===== config.mk =====
export PLATFORM = sky130hd
export DESIGN_NAME = instruction_cache
export DESIGN_NICKNAME = d
export VERILOG_FILES = /design/src/rtl/icache_pkg.sv /design/src/rtl/instruction_cache_array.sv /design/src/rtl/instruction_cache.sv
export SDC_FILE = /design/constraint.sdc
export NUM_CORES = 1
export LEC_CHECK = 0
export ABC_CLOCK_PERIOD_IN_PS = 47000
export BUFFER_PORTS_ARGS = -buffer_cell sky130_fd_sc_hd__buf_4
export CORE_MARGIN = 5
export CORE_UTILIZATION = 64
export DETAILED_ROUTE_END_ITERATION = 8
export PLACE_DENSITY = 0.94
export REMOVE_ABC_BUFFERS = 1
export SYNTH_ARGS = -nofsm -noshare
export SYNTH_HDL_FRONTEND = slang
export SYNTH_HIERARCHICAL = 1
export SYNTH_SLANG_ARGS = --single-unit

===== constraint.sdc =====
create_clock -name CLK -period 47 [get_ports CLK]
set_clock_uncertainty 0.15 [all_clocks]
set_input_delay 9.4 -clock CLK [delete_from_list [all_inputs] [get_ports CLK]]
set_output_delay 9.4 -clock CLK [all_outputs]
set_load 0.1 [all_outputs]

===== src/rtl/icache_pkg.sv =====
`default_nettype none
// ============================================================================
// Module      : icache_pkg
// Description : Shared types, field widths and helpers for the direct-mapped
//               read-only instruction cache.
// Revision    : 1.0 - initial release
// ============================================================================
package icache_pkg;

    localparam int TAG_W    = 3;     // PC[9:7]
    localparam int INDEX_W  = 3;     // PC[6:4]
    localparam int OFFSET_W = 2;     // PC[3:2]
    localparam int WORD_W   = 32;
    localparam int LINE_W   = 128;   // four instructions per line

    typedef enum logic [1:0] {
        IDLE   = 2'd0,
        FETCH  = 2'd1,
        UPDATE = 2'd2
    } state_t;

    // Word 0 lives in the most significant 32 bits of a line.
    function automatic logic [WORD_W-1:0] line_word(
        input logic [LINE_W-1:0]   line,
        input logic [OFFSET_W-1:0] k
    );
        line_word = line[(LINE_W - 1 - WORD_W * int'(k)) -: WORD_W];
    endfunction

endpackage : icache_pkg
`default_nettype wire


===== src/rtl/instruction_cache_array.sv =====
`default_nettype none
// ============================================================================
// Module      : instruction_cache_array
// Description : Valid/tag/data storage for the instruction cache. One
//               asynchronous read port, one synchronous line-fill port,
//               valid bits cleared asynchronously by reset.
// Revision    : 1.0 - initial release
// ============================================================================
module instruction_cache_array #(
    parameter int NUM_LINES = 8,
    parameter int INDEX_W   = 3,
    parameter int TAG_W     = 3,
    parameter int LINE_W    = 128
) (
    input  logic               clk,
    input  logic               reset_n,
    input  logic [INDEX_W-1:0] rd_index,
    output logic               rd_valid,
    output logic [TAG_W-1:0]   rd_tag,
    output logic [LINE_W-1:0]  rd_line,
    input  logic               wr_en,
    input  logic [INDEX_W-1:0] wr_index,
    input  logic [TAG_W-1:0]   wr_tag,
    input  logic [LINE_W-1:0]  wr_line
);

    logic [NUM_LINES-1:0] valid;
    logic [TAG_W-1:0]     tags  [NUM_LINES];
    logic [LINE_W-1:0]    lines [NUM_LINES];

    // Valid bits: cleared on reset, set when a line is filled.
    always_ff @(posedge clk or negedge reset_n) begin
        if (!reset_n) begin
            valid <= '0;
        end else if (wr_en) begin
            valid[wr_index] <= 1'b1;
        end
    end

    // Tag and data storage: plain write port, contents qualified by valid.
    always_ff @(posedge clk) begin
        if (wr_en) begin
            tags[wr_index]  <= wr_tag;
            lines[wr_index] <= wr_line;
        end
    end

    assign rd_valid = valid[rd_index];
    assign rd_tag   = tags[rd_index];
    assign rd_line  = lines[rd_index];

endmodule : instruction_cache_array
`default_nettype wire


===== src/rtl/instruction_cache.sv =====
`default_nettype none
// ============================================================================
// Module      : instruction_cache
// Description : Direct-mapped read-only instruction cache. Zero-cycle hits;
//               on a miss the CPU is stalled while one 16-byte block is
//               fetched from instruction memory and written into the line.
// Revision    : 1.0 - initial release
// ============================================================================
module instruction_cache
    import icache_pkg::*;
#(
    parameter int ADDR_W         = 10,
    parameter int NUM_LINES      = 8,
    parameter int WORDS_PER_LINE = 4
) (
    input  logic                                      CLK,
    input  logic                                      RESET,
    input  logic [31:0]                               PC,
    output logic [31:0]                               INSTRUCTION,
    output logic                                      BUSYWAIT,
    output logic                                      MEM_READ,
    output logic [ADDR_W-$clog2(WORDS_PER_LINE)-3:0]  MEM_ADDRESS,
    input  logic [LINE_W-1:0]                         MEM_READDATA,
    input  logic                                      MEM_BUSYWAIT
);

    localparam int IDX_W    = $clog2(NUM_LINES);
    localparam int OFF_W    = $clog2(WORDS_PER_LINE);
    localparam int BLK_W    = ADDR_W - OFF_W - 2;
    localparam int TAG_BITS = BLK_W - IDX_W;

    state_t             state;
    logic [BLK_W-1:0]   miss_block;
    logic               mem_read;

    logic [TAG_BITS-1:0] pc_tag;
    logic [IDX_W-1:0]    pc_index;
    logic [OFF_W-1:0]    pc_offset;
    logic                rd_valid;
    logic [TAG_BITS-1:0] rd_tag;
    logic [LINE_W-1:0]   rd_line;
    logic                hit;
    logic                fill_en;
    logic                unused_pc_bits;

    assign pc_tag         = PC[ADDR_W-1 -: TAG_BITS];
    assign pc_index       = PC[OFF_W+2 +: IDX_W];
    assign pc_offset      = PC[2 +: OFF_W];
    assign unused_pc_bits = &{1'b0, PC[31:ADDR_W], PC[1:0]};

    instruction_cache_array #(
        .NUM_LINES (NUM_LINES),
        .INDEX_W   (IDX_W),
        .TAG_W     (TAG_BITS),
        .LINE_W    (LINE_W)
    ) u_array (
        .clk      (CLK),
        .reset_n  (RESET),
        .rd_index (pc_index),
        .rd_valid (rd_valid),
        .rd_tag   (rd_tag),
        .rd_line  (rd_line),
        .wr_en    (fill_en),
        .wr_index (miss_block[IDX_W-1:0]),
        .wr_tag   (miss_block[BLK_W-1:IDX_W]),
        .wr_line  (MEM_READDATA)
    );

    assign hit     = rd_valid && (rd_tag == pc_tag);
    // Line is written on the same edge that leaves FETCH; a reset forces
    // state back to IDLE asynchronously so an aborted fill never writes.
    assign fill_en = (state == FETCH) && !MEM_BUSYWAIT;

    // Miss handling FSM: latch the block address, fetch, then one update cycle.
    always_ff @(posedge CLK or negedge RESET) begin
        if (!RESET) begin
            state      <= IDLE;
            miss_block <= '0;
            mem_read   <= 1'b0;
        end else begin
            case (state)
                IDLE: begin
                    if (!hit) begin
                        miss_block <= PC[ADDR_W-1:OFF_W+2];
                        mem_read   <= 1'b1;
                        state      <= FETCH;
                    end
                end
                FETCH: begin
                    if (!MEM_BUSYWAIT) begin
                        mem_read <= 1'b0;
                        state    <= UPDATE;
                    end
                end
                UPDATE: begin
                    state <= IDLE;
                end
                default: begin
                    mem_read <= 1'b0;
                    state    <= IDLE;
                end
            endcase
        end
    end

    // The stall and instruction outputs are forced quiet while in reset even
    // though every line reads as a miss then.
    assign BUSYWAIT    = RESET && ((state != IDLE) || !hit);
    assign INSTRUCTION = (RESET && (state == IDLE) && hit) ?
                         line_word(rd_line, pc_offset) : 32'h0;
    assign MEM_READ    = mem_read;
    assign MEM_ADDRESS = miss_block;

endmodule : instruction_cache
`default_nettype wire

==> impl_metrics.json <==
{
  "drc": 0,
  "tightestPinTransition_ns": 1.17,
  "pwr_density_cell_nw_per_um2": 46.2,
  "path_class": "in2out",
  "hp-class": "reg2reg",
  "period_share_pct": 48.5,
  "core-area_um2": 64600,
  "cts_setup_buffers": 0,
  "ant_nets": 0,
  "cts_tree": "done",
  "mostFrequentLayoutCells": "edfxtp_1, buf_4, mux4_2",
  "synth_ff_type": "edfxtp_1",
  "crit_path_end_kind": "output port",
  "tns_ns": 0,
  "portBuffers": 178,
  "clk_pin_slew_ns": 0.06,
  "synthToLayoutAreaGrowth_pct": 12.6,
  "wire_per_inst_um": 31.7,
  "die_area_um2": 70500,
  "dpl_worst_slack_ns": 24.13,
  "dr.pass1.iters": 5,
  "initial_utilization_pct": 64.7,
  "fillers": 3228,
  "path_common_cell": "buf_4",
  "path_max_fanout": 98,
  "synth.top_cell.area_share_pct": 75.4,
  "cp.required_ns": 37.45,
  "insertion_delay_ns": 0.65,
  "drive_above_1_share_pct": 33.8,
  "first_global_vias": 20400,
  "holdPathStages": 1,
  "post_cts_resized": 0,
  "setup_viol": 0,
  "io_pins": 203,
  "rsz0062_at_grt": "no",
  "synth_area_leaders": "edfxtp_1, mux4_2, mux4_1, mux2_2, dfrtp_1",
  "antenna_found_initial": 14,
  "syn_area_um2": 41800,
  "p_leak_nw": 15.3,
  "grt_max_degree": 167,
  "grt_pass1_wl_um": 133000,
  "hold_buffers": 0,
  "clock_sinks": 1065,
  "yosysWarningCount": 6,
  "cts-root-buf": "clkbuf_16",
  "finalWorstSetupSlack_ns": 24.19,
  "path_depth": 7,
  "die_w_um": 265,
  "vias": 19000,
  "maxCapViolations": 0,
  "track_usage_pct": 25.6,
  "placed_cell_area_um2": 43800,
  "wirelength_um": 89200,
  "final_common_cell": "edfxtp_1",
  "yosys.area.top_type": "edfxtp_1",
  "ys_ff_latch": 1065,
  "via_per_inst": 6.73,
  "clk_path_buf_depth": 3,
  "cp-start-kind": "primary input",
  "finalMaxSlewViolations": 0,
  "drt_iter0_drc": 1977,
  "arrival_ns": 13.26,
  "cpPeakStageDelay_ns": 0.90,
  "synth_area_per_cell_um2": 25.2,
  "synth_edf_count": 1048,
  "final_nets": 2030,
  "h-tree-depth": 3,
  "vdd_ir_drop_max_uv": 34.4,
  "stdcell_area_um2": 47000,
  "place.gp.congestion": 0.715,
  "path_buf_inv": 3,
  "rows": 93,
  "status": "finished clean",
  "cts-buffers-inserted": 100,
  "dp_hpwl_um": 41500,
  "ff2ff_path_depth": 5,
  "crit_family": "buffers and inverters",
  "slew_headroom_pct": 22.3,
  "finalCoreUtilization_pct": 72.8,
  "period_needed_ns": 22.81,
  "die_h_um": 265,
  "synth.distinct_cells": 29,
  "synthCells": 1660,
  "hold_viol_final": 0,
  "totalPowerFinal_mw": 2.17,
  "crit_slowest_cell": "buf_4",
  "max_freq_ghz": 0.0438,
  "worstPathCellList": "buf_8 -> buf_4 -> mux4_1 -> mux2_2 -> mux4_2 -> nor3b_1 -> buf_4",
  "async_reset_ff_share_pct": 1.60,
  "overflow": 0,
  "yosysSeqAreaShare_pct": 76.4
}
final timing paths:
check	from	endpoint	slack, ns
min	u_array/valid[0]$_DFFE_PN0P_	u_array/valid[0]$_DFFE_PN0P_	0.32
min in group asynchronous	RESET	MEM_ADDRESS[5]$_DFFE_PN0P_	8.47
max in group asynchronous	RESET	state[0]$_DFFE_PN0P_	38.03
max	PC[4]	INSTRUCTION[22]	24.19
max reg2reg	state[0]$_DFFE_PN0P_	u_array/lines[7][46]$_DFFE_PP_	43.00
min reg2reg	u_array/valid[0]$_DFFE_PN0P_	u_array/valid[0]$_DFFE_PN0P_	0.32
logic make-up after synthesis:
kind of cell | Yosys count | synth area share [%]
compound gates | 10 | 0.222
xor+xnor | 3 | 0.0629
simple gates | 53 | 0.875
buf+inv | 95 | 1.66
mux | 434 | 20.8
flops | 1065 | 76.4
cells in the mapped netlist (2+ instances only):
master / number
nor3b_1: 33
buf_2: 10
nor2_1: 3
a41o_1: 4
edfxtp_1: 1048
mux2_2: 138
xnor2_1: 3
dfrtp_1: 17
mux4_1: 125
inv_1: 5
buf_12: 2
buf_6: 16
nor3_1: 5
mux4_2: 171
clkbuf_1: 34
nor4bb_1: 2
buf_8: 15
nand2_1: 4
o21a_1: 2
buf_1: 12
or2_2: 3
area by class of cell:
class                      instances  area (µm²)  share of cell area [%]
antenna                            9        22.5                  0.0479
clock buffer                     120        2580                    5.48
clock inverter                    66         617                    1.31
inverter                           5        18.8                  0.0399
multi-input combinational        500        9240                    19.6
sequential                      1065       31900                    67.8
tap                              855        1070                    2.27
timing repair buffer             195        1600                    3.39
metal layers:
| metal | routed length (µm) | share of wire, % | GRT usage [%] |
|---|---|---|---|
| met1 | 32700 | 37 | 34.0 |
| met2 | 46100 | 52 | 43.0 |
| met3 | 7740 | 8.7 | 5.53 |
| met4 | 2580 | 2.9 | 9.20 |
| met5 | 59 | 0.066 | 0 |
flip-flops by register name, summed over array words and instances, names as in the netlist:
signal	cells
MEM_ADDRESS	6
MEM_READ	1
state	2
u_array/lines	1024
u_array/tags	24
u_array/valid	8
worst reg2reg max path, stage by stage (launching register included):
cell     delay [ns]
dfrtp_1        0.40
inv_1          0.10
nor3_1         0.74
nand2_1        0.38
nor2_4         0.85
buf_4          0.91
where the power goes:
group | internal [mW] | switching, mW
clock network | 0.443 | 0.343
registers | 1.13 | 0.0287
logic | 0.0840 | 0.144
stage by stage:
stage          hold WS, ns  std cells
6_report             0.320       2815
5_1_grt              0.345       2813
4_1_cts              0.323       2806
3_5_place_dp         0.309       2620
3_3_place_gp         0.294       2620
2_1_floorplan        0.278       1570
Note: power is estimated with default switching activity, not from simulation.
